**config.mk**
```make
export PLATFORM = sky130hd
export DESIGN_NAME = serial_mag_comp
export DESIGN_NICKNAME = d
export VERILOG_FILES = /design/src/rtl/comp_pkg.sv /design/src/rtl/comp_bit_cell.sv /design/src/rtl/serial_mag_comp.sv
export SDC_FILE = /design/constraint.sdc
export NUM_CORES = 1
export LEC_CHECK = 0
export CAP_MARGIN = 20
export CORE_MARGIN = 2
export CORE_UTILIZATION = 35
export CTS_CLUSTER_DIAMETER = 120
export DETAILED_ROUTE_END_ITERATION = 16
export PLACE_DENSITY = 0.58
export SLEW_MARGIN = 30
export SYNTH_ARGS = -nofsm -noshare
export SYNTH_HDL_FRONTEND = slang
export SYNTH_SLANG_ARGS = --single-unit
```
**constraint.sdc**
```tcl
create_clock -name clk -period 2.9 [get_ports clk]
set_input_delay 0.58 -clock clk [delete_from_list [all_inputs] [get_ports clk]]
set_output_delay 0.58 -clock clk [all_outputs]
set_load 0.1 [all_outputs]
```
**src/rtl/comp_pkg.sv**
```systemverilog
// Shared definitions for the bit-serial magnitude comparator: FSM encodings and
// the counter-width helper.
package comp_pkg;

    localparam logic [1:0] ST_IDLE  = 2'd0;
    localparam logic [1:0] ST_SHIFT = 2'd1;
    localparam logic [1:0] ST_DONE  = 2'd2;

    // Width of a counter that must hold WIDTH-1.
    function automatic int cnt_width(input int width);
        return (width <= 2) ? 1 : $clog2(width);
    endfunction

endpackage

```
**src/rtl/comp_bit_cell.sv**
```systemverilog
// Combinational 1-bit compare cell: greater / equal / less for a single bit pair.
module comp_bit_cell (
    input  logic a_i,
    input  logic b_i,
    output logic g_o,
    output logic e_o,
    output logic l_o
);

    assign g_o = a_i & ~b_i;
    assign e_o = ~(a_i ^ b_i);
    assign l_o = ~a_i & b_i;

endmodule

```
**src/rtl/serial_mag_comp.sv**
```systemverilog
// Bit-serial unsigned magnitude comparator: shifts operands MSB-first through one
// compare cell. Define EARLY_EXIT_EN to finish on the edge after the first differing bit.
module serial_mag_comp
    import comp_pkg::*;
#(
    parameter int WIDTH = 8
) (
    input  logic             clk,
    input  logic             rst,
    input  logic             start,
    input  logic [WIDTH-1:0] a,
    input  logic [WIDTH-1:0] b,
    output logic             busy,
    output logic             done,
    output logic             gt,
    output logic             eq,
    output logic             lt
);

    localparam int CNT_W = cnt_width(WIDTH);

    logic [1:0]       state;
    logic [WIDTH-1:0] a_sh;
    logic [WIDTH-1:0] b_sh;
    logic [CNT_W-1:0] cnt;
    logic             decided;
    logic             cell_g;
    logic             cell_e;
    logic             cell_l;
    logic             last_bit;
    logic             exit_now;

    comp_bit_cell u_cell (
        .a_i (a_sh[WIDTH-1]),
        .b_i (b_sh[WIDTH-1]),
        .g_o (cell_g),
        .e_o (cell_e),
        .l_o (cell_l)
    );

    assign last_bit = (cnt == '0);

`ifdef EARLY_EXIT_EN
    assign exit_now = last_bit || (!decided && !cell_e);
`else
    assign exit_now = last_bit;
`endif

    assign busy = (state == ST_SHIFT);
    assign done = (state == ST_DONE);

    always_ff @(posedge clk) begin
        if (rst) begin
            state   <= ST_IDLE;
            a_sh    <= '0;
            b_sh    <= '0;
            cnt     <= '0;
            decided <= 1'b0;
            gt      <= 1'b0;
            eq      <= 1'b0;
            lt      <= 1'b0;
        end else if (state == ST_SHIFT) begin
            // The first differing bit freezes the verdict; later bits cannot change it.
            if (!decided && !cell_e) begin
                gt      <= cell_g;
                lt      <= cell_l;
                decided <= 1'b1;
            end
            a_sh <= {a_sh[WIDTH-2:0], 1'b0};
            b_sh <= {b_sh[WIDTH-2:0], 1'b0};
            if (!last_bit) begin
                cnt <= cnt - 1'b1;
            end
            if (exit_now) begin
                state <= ST_DONE;
                eq    <= !decided && cell_e;
            end
        end else if (start) begin
            // Accepted from IDLE or DONE; a start in DONE chains back-to-back.
            state   <= ST_SHIFT;
            a_sh    <= a;
            b_sh    <= b;
            cnt     <= CNT_W'(WIDTH - 1);
            decided <= 1'b0;
            gt      <= 1'b0;
            eq      <= 1'b0;
            lt      <= 1'b0;
        end else if (state == ST_DONE) begin
            state <= ST_IDLE;
        end
    end

endmodule

```
==> flow_summary.json, run 1 <==
{
  "drt_iter0_drc": 23,
  "track_usage_pct": 13.60,
  "cts-root-buf": "clkbuf_4",
  "cts_made_buffers": 3,
  "initial_core_util_pct": 37.42,
  "status": "complete, no violations",
  "synth_cell_types": 25,
  "drc": 0,
  "cp_max_fo": 35,
  "grt_pass1_wl_um": 3767,
  "rows": 20,
  "synth_fa_ha_area_share_pct": 4.310,
  "slowest_delay_ns": 0.40,
  "worstSetupPathType": "reg -> out",
  "vias": 918,
  "cts_sinks": 25,
  "synth_top_family_by_area": "multiplexers",
  "cts_hold_buf": 0,
  "wire_per_inst_um": 11.92,
  "async_reset_ff_share_pct": 0,
  "postCtsSetupBuffers": 0,
  "max_freq_mhz": 468.9,
  "r2r_slack_ns": 1.26,
  "clk_pin_slew_ns": 0.13,
  "cts_resized": 0,
  "syn_nets": 147,
  "diodes": 0,
  "die_width_um": 61.60,
  "slew_viol_final": 0,
  "crit_arrival_ns": 1.55,
  "synth-compound-area-share_pct": 15.09,
  "clk_path_buf_depth": 2,
  "dp_slack_ns": 0.8004,
  "rsz0062_at_grt": "no",
  "synthMuxAreaShare_pct": 15.52,
  "max_slew_margin_pct": 45.81,
  "core_area_um2": 3103,
  "fin_nets": 169,
  "setup_ws_ns": 0.7675,
  "p_leak_nw": 0.5984,
  "start_kind": "register",
  "drt_pass1_iterations": 4,
  "finalCritPeriodShare_pct": 73.54,
  "finalSetupViolCount": 0,
  "htree_levels": 1,
  "path_cells": "nand2b_1, buf_4, inv_2, buf_12",
  "hold_depth": 2,
  "place.gp.congestion": 0.7614,
  "detail-route-antenna-nets": 0,
  "antenna_found_initial": 0,
  "overflow": 0,
  "min_to": "gt",
  "reg2regPathDepth": 5,
  "tightestPinTransition_ns": 0.8103,
  "hold_path_class": "reg -> reg",
  "drt-total-wl_um": 2252,
  "r2r_end": "lt",
  "syn_inst": 124,
  "avgSynthCellArea_um2": 9.364,
  "die-area_um2": 3794,
  "rr_startpoint": "b_sh[7]",
  "clock_latency_ns": 0.32,
  "synth_flop_cell": "dfxtp_1",
  "finalCriticalPeriod_ns": 2.133,
  "syn_area_um2": 1161,
  "cts_tree": "built",
  "io_buffers": 23,
  "synth_top_area_cell": "dfxtp_1",
  "via_per_inst": 4.857,
  "synth.top_cell.area_share_pct": 43.10,
  "crit_slowest_cell": "dfxtp_1",
  "synth_warnings": 0,
  "final_hold_viol_count": 0,
  "power_density_nw_per_um2": 511.1,
  "ys_ff_latch": 25,
  "crit_buf_inv": 3,
  "synth-xor-area-share_pct": 0,
  "die_h_um": 61.60,
  "dpl.hpwl_um": 1586,
  "grt_max_degree": 36,
  "ir_worst_vdd_mv": 0.3015,
  "yosys.area_share.simple_pct": 14.76,
  "tns_ns": 0,
  "min_from": "gt",
  "area_growth_pct": 24.78,
  "drive_gt1_share_pct": 8.966,
  "cp.required_ns": 2.32,
  "setup.worst_path.end_class": "primary output",
  "crit_family": "buffers and inverters",
  "synth_edf_count": 0,
  "grt_pass1_vias": 856,
  "synth.top_cells.by_area": "dfxtp_1, mux2i_1, a211oi_1, nor2_1, ha_1",
  "ioPinCount": 24,
  "yosysSeqAreaShare_pct": 43.10,
  "max-cap-violations": 0,
  "clock_skew_ns": 0.004259
}
## stage by stage
stage	hold WS, ns	instances	util (%)	instance area [µm²]	power [W]
6_report	0.4720	189	46.69	1449	0.0007406
5_1_grt	0.4908	189	46.69	1449	0.0007859
4_1_cts	0.4789	189	46.69	1449	0.0007531
3_5_place_dp	0.4593	185	45.85	1423	0.0005924
3_3_place_gp	0.4541	185	45.85	1423	0.0005875
2_1_floorplan	0.4675	124	-	1161	0.0005348
## cell type report
class | instances | area (µm²)
Inverter | 10 | 37.54
Timing Repair Buffer | 26 | 252.7
Sequential cell | 25 | 500.5
Tap cell | 44 | 55.05
Multi-Input combinational cell | 80 | 576.8
Fill cell | 319 | 1654
Clock buffer | 4 | 26.28
## kinds of logic after synthesis
family	after synthesis
buf+inv	19
simple gates	35
fa+ha+maj	4
compound gates	23
mux	18
flops	25
## cells in the final DEF (no fill, tap or decap)
cell,instances
a211oi_1,15
or4_1,1
mux2i_1,18
buf_4,7
nor3b_1,1
nor3_1,4
ha_1,4
nand2_1,1
nor2_1,19
nor2b_1,2
buf_12,1
a221oi_2,1
o41ai_1,3
dfxtp_1,25
clkbuf_1,1
nand3b_1,2
nand4_1,1
nor4b_1,1
clkdlybuf4s50_1,18
nand2b_1,3
o21ai_0,2
inv_2,1
a21oi_1,1
clkbuf_4,3
inv_1,9
a31oi_1,1
## worst max-delay path by stage
stage                     startpoint      end  slack [ns]  depth (start not counted)
final                       state[1]     busy        0.77                          4
after global routing        state[1]     busy        0.68                          4
after CTS                   state[1]     busy        0.76                          4
after detailed placement         rst  b_sh[1]        0.80                          3
after global placement           rst  b_sh[1]        0.87                          3
after floorplan             state[1]     done        0.61                          1
## per-layer routing
metal / routed length [µm] / track usage [%]
met4: 14 / 4.559
met3: 108 / 4.412
met5: 0 / 0
met1: 1113 / 16.58
met2: 1015 / 22.56
## cell usage after synthesis, types with 2 or more instances
cell / count
a211oi_1: 15
buf_2: 4
clkbuf_1: 3
dfxtp_1: 25
ha_1: 4
inv_1: 9
mux2i_1: 18
nand2b_1: 3
nand3b_1: 2
nor2_1: 19
nor2b_1: 2
nor3_1: 4
o21ai_0: 2
o41ai_1: 3
## tightest hold or removal path, cell delays in order (launching register included)
cell	delay (ns)
dfxtp_1	0.33
inv_1	0.05
o41ai_1	0.06
## power breakdown
| part | internal [W] | leakage (nW) | switching (W) |
|---|---|---|---|
| sequential | 0.000377 | 0.207 | 0.0000186 |
| clock | 0.0000539 | 0.0150 | 0.000103 |
| combinational | 0.0000821 | 0.377 | 0.000106 |
| total | 0.000513 | 0.598 | 0.000228 |
## registers in the layout, indices dropped and copies added (netlist names)
register / flops
a_sh: 8
b_sh: 8
cnt: 3
decided: 1
eq: 1
gt: 1
lt: 1
state: 2
Power figures use the tool's default switching activity.
==> inputs of run 2 (changes only) <==
--- a/config.mk
+++ b/config.mk
@@ -10,7 +10,7 @@
 export CORE_UTILIZATION = 35
 export CTS_CLUSTER_DIAMETER = 120
 export DETAILED_ROUTE_END_ITERATION = 16
-export PLACE_DENSITY = 0.58
+export PLACE_DENSITY = 0.6
 export SLEW_MARGIN = 30
 export SYNTH_ARGS = -nofsm -noshare
 export SYNTH_HDL_FRONTEND = slang
==> constraint.sdc (replaced) <==
create_clock -name clk -period 1.8 [get_ports clk]
set_input_delay 0.36 -clock clk [delete_from_list [all_inputs] [get_ports clk]]
set_output_delay 0.36 -clock clk [all_outputs]
set_load 0.1 [all_outputs]
==> flow_summary.json, run 2 (synthesized netlist as in run 1, its figures left out) <==
{
  "die-area_um2": 3794,
  "rows": 20,
  "finalCritPeriodShare_pct": 93.28,
  "power.total_w": 0.001208,
  "fin_nets": 172,
  "num-fill-cells": 313,
  "wire_per_inst_um": 11.13,
  "min_to": "gt",
  "crit_buf_inv": 2,
  "cp_max_fo": 8,
  "clk_path_buf_depth": 2,
  "cts_hold_buf": 0,
  "via_per_inst": 4.714,
  "fin_util_pct": 49.60,
  "ir_worst_vdd_mv": 0.3221,
  "max_slew_margin_pct": 79.75,
  "setup_ws_ns": 0.1210,
  "grt_pass1_wl_um": 3739,
  "min_from": "gt",
  "cts-root-buf": "clkbuf_4",
  "biggestRegsByFlops": "a_sh (8), b_sh (8), cnt (3)",
  "r2r_slack_ns": 0.37,
  "grt_pass1_vias": 904,
  "dp_slack_ns": 0.2233,
  "detail-route-antenna-nets": 0,
  "finalCriticalPeriod_ns": 1.679,
  "max-cap-violations": 0,
  "drc": 0,
  "io_buffers": 23,
  "die_h_um": 61.60,
  "vias": 905,
  "drt_iter0_drc": 9,
  "r2r_end": "lt",
  "overflow": 0,
  "initial_core_util_pct": 37.42,
  "drive_gt1_share_pct": 11.49,
  "place.gp.congestion": 0.7471,
  "max_freq_mhz": 595.6,
  "slew_viol_final": 0,
  "start_kind": "register",
  "postCtsSetupBuffers": 0,
  "core_area_um2": 3103,
  "final_hold_viol_count": 0,
  "rr_startpoint": "b_sh[7]",
  "htree_levels": 1,
  "layout_common_cells": "dfxtp_1, nor2_1, mux2i_1, clkdlybuf4s50_1, a211oi_1",
  "cts_made_buffers": 3,
  "drt_pass1_iterations": 4,
  "hold_path_class": "reg -> reg",
  "status": "complete, no violations",
  "crit_family": "flip-flops",
  "diodes": 0,
  "dpl.hpwl_um": 1549,
  "die_width_um": 61.60,
  "cp.required_ns": 1.44,
  "crit_slowest_cell": "dfxtp_1",
  "crit_arrival_ns": 1.32,
  "tns_ns": 0,
  "cts_resized": 0,
  "grt_max_degree": 30,
  "track_usage_pct": 13.29,
  "worstSetupPathType": "reg -> out",
  "path_cells": "nand2b_1, inv_4, buf_12",
  "slowest_delay_ns": 0.41,
  "clock_latency_ns": 0.32,
  "ioPinCount": 24,
  "reg2regPathDepth": 6,
  "drt-total-wl_um": 2137,
  "cts_tree": "built",
  "antenna_found_initial": 0,
  "tightestPinTransition_ns": 0.3027,
  "rsz0062_at_grt": "no",
  "setup.worst_path.end_class": "primary output",
  "fin_area_um2": 1539,
  "final_common_cell": "dfxtp_1",
  "cts_sinks": 25,
  "clock_skew_ns": 0.002058,
  "area_growth_pct": 32.54,
  "clk_pin_slew_ns": 0.13,
  "p_leak_nw": 0.6289,
  "cp.depth": 3,
  "placed_area_um2": 1510,
  "hold_depth": 2,
  "finalSetupViolCount": 0,
  "power_density_nw_per_um2": 785.2
}
-- run 2: cell count changes in the layout (fill, tap and decap cells not counted) --
cell,change
nor2b_1,-1
inv_4,+1
inv_2,-1
nor2b_2,+1
buf_4,-2
buf_12,+5
-- run 2: area by class of cell --
class                   count  area (µm²)  area share (%)
multi-input cells          80       579.3           37.64
flip-flops and latches     25       500.5           32.52
repair buffers             29       337.8           21.95
well taps                  44       55.05           3.577
inverters                  10       40.04           2.602
clock buffers               4       26.28           1.707
-- run 2: report_power, final --
group	total (W)	internal, W	leakage [nW]	switching, W
sequential	0.000638	0.000607	0.207	0.0000311
clock	0.000252	0.0000867	0.0150	0.000165
combinational	0.000318	0.000149	0.407	0.000169
total	0.00121	0.000843	0.629	0.000366
-- run 2: worst max-delay path by stage --
| stage | from | end |
|---|---|---|
| after floorplan | state[1] | done |
| after global placement | start | a_sh[6] |
| after detailed placement | start | a_sh[2] |
| after CTS | state[1] | busy |
| after global routing | state[0] | busy |
| final | state[1] | busy |
-- run 2: metal layers --
layer | wire (µm) | vias up | track usage (%)
li1 | - | 487 | -
met1 | 996 | 395 | 15.81
met2 | 1016 | 19 | 22.71
met3 | 94 | 4 | 2.731
met4 | 29 | 0 | 6.383
met5 | 0 | - | 0
-- run 2: per-stage QoR --
stage / instances / hold WS, ns
2_1_floorplan: 124 / 0.4675
3_3_place_gp: 188 / 0.4822
3_5_place_dp: 188 / 0.4868
4_1_cts: 192 / 0.5065
5_1_grt: 192 / 0.5306
6_report: 192 / 0.5013
-- run 2: worst reg2reg max path, stage by stage (launching register included) --
cell and delay [ns]:
dfxtp_1 0.38, inv_1 0.05, ha_1 0.32, nor4b_1 0.27, buf_4 0.18, nand3b_1 0.07
o41ai_1 0.06
==> inputs of run 3 (changes only) <==
--- a/config.mk
+++ b/config.mk
@@ -6,6 +6,7 @@
 export NUM_CORES = 1
 export LEC_CHECK = 0
 export CAP_MARGIN = 20
+export CORE_ASPECT_RATIO = 2
 export CORE_MARGIN = 2
 export CORE_UTILIZATION = 35
 export CTS_CLUSTER_DIAMETER = 120
==> flow_summary.json, run 3 (synthesized netlist as in run 1, its figures left out) <==
{
  "status": "complete, no violations",
  "setup.worst_path.end_class": "primary output",
  "cts_hold_buf": 0,
  "worstSetupPathType": "reg -> out",
  "placedCellCount": 176,
  "via_per_inst": 5.306,
  "cts-root-buf": "clkbuf_8",
  "die_width_um": 44.73,
  "slew_viol_final": 0,
  "dpl.hpwl_um": 1731,
  "diodes": 0,
  "ir_worst_vdd_mv": 0.5175,
  "finalCriticalPeriod_ns": 1.554,
  "cts_tree": "built",
  "crit_slowest_cell": "dfxtp_1",
  "drc": 0,
  "initial_core_util_pct": 36.78,
  "rows": 29,
  "power_density_nw_per_um2": 836.4,
  "clk_pin_slew_ns": 0.09,
  "power.total_w": 0.001294,
  "overflow": 0,
  "antenna_found_initial": 0,
  "cts_resized": 0,
  "detail-route-antenna-nets": 0,
  "ioPinCount": 24,
  "track_usage_pct": 13.84,
  "max-cap-violations": 0,
  "rsz0062_at_grt": "no",
  "postCtsSetupBuffers": 0,
  "drt_iter0_drc": 10,
  "area_growth_pct": 33.19,
  "final_hold_viol_count": 0,
  "slowest_delay_ns": 0.35,
  "core_area_um2": 3157,
  "grt_pass1_vias": 992,
  "max_freq_mhz": 643.5,
  "biggestRegsByFlops": "a_sh (8), b_sh (8), cnt (3)",
  "r2r_slack_ns": 0.35,
  "htree_levels": 1,
  "p_leak_nw": 0.6413,
  "drt-total-wl_um": 2294,
  "cts_made_buffers": 3,
  "tns_ns": 0,
  "clock_latency_ns": 0.26,
  "start_kind": "register",
  "drive_gt1_share_pct": 12.08,
  "cp.required_ns": 1.44,
  "grt_max_degree": 22,
  "final_common_cell": "dfxtp_1",
  "finalCritPeriodShare_pct": 86.33,
  "finalSetupViolCount": 0,
  "fin_cells": 180,
  "io_buffers": 23,
  "cp_max_fo": 8,
  "cts_sinks": 25,
  "hold_path_class": "reg -> reg",
  "wire_per_inst_um": 12.74,
  "drt_pass1_iterations": 4,
  "clock_skew_ns": 0.002511,
  "layout_common_cells": "dfxtp_1, nor2_1, mux2i_1, clkdlybuf4s50_1, a211oi_1",
  "die-area_um2": 3822,
  "path_cells": "nand2b_1, inv_2, buf_12",
  "vias": 955,
  "fin_nets": 173,
  "die_h_um": 85.46,
  "tightestPinTransition_ns": 0.3252,
  "max_slew_margin_pct": 78.27,
  "place.gp.congestion": 0.7918,
  "clk_path_buf_depth": 2,
  "crit_arrival_ns": 1.19,
  "grt_pass1_wl_um": 4057
}
[run 3: worst paths after layout]
| kind | start | endpoint | cells after the start |
|---|---|---|---|
| setup / recovery | state[1] | busy | 3 |
| hold / removal | gt | gt | 2 |
| setup reg to reg | b_sh[7] | gt | 6 |
| hold reg to reg | gt | gt | 2 |
[run 3: per-layer routing]
layer | track usage [%] | routed length (µm) | vias up
met2 | 23.72 | 1192 | 17
met3 | 2.128 | 72 | 4
li1 | - | - | 485
met1 | 15.74 | 990 | 449
met4 | 6.887 | 39 | 0
met5 | 0 | 0 | -
[run 3: area by class of cell]
type	instances	area [µm²]
multi-input combinational	80	579.3
tap	31	38.79
inverter	10	37.54
timing repair buffer	30	345.3
clock buffer	4	45.04
sequential	25	500.5
fill	312	1610
[run 3: metrics by stage]
stage | worst slack [ns] | util (%) | hold WS (ns) | instance area [µm²]
final | 0.2461 | 48.99 | 0.5031 | 1546
after global routing | 0.1852 | 48.99 | 0.5348 | 1546
after CTS | 0.2412 | 48.99 | 0.5075 | 1546
after detailed placement | 0.2221 | 47.56 | 0.4948 | 1501
after global placement | 0.2389 | 47.56 | 0.4764 | 1501
after floorplan | 0.2469 | - | 0.4675 | 1164
[run 3: critical path: cells and delay by family (launching register included)]
family        cells  cell delay (ns)
buf+inv           2             0.38
flops             1             0.35
simple gates      1             0.20
[run 3: power breakdown]
| group | total [W] | internal (W) | leakage, nW | switching, W |
|---|---|---|---|---|
| Sequential | 0.000637 | 0.000607 | 0.207 | 0.0000307 |
| Combinational | 0.000327 | 0.000152 | 0.412 | 0.000175 |
| Clock | 0.000329 | 0.000158 | 0.0228 | 0.000171 |
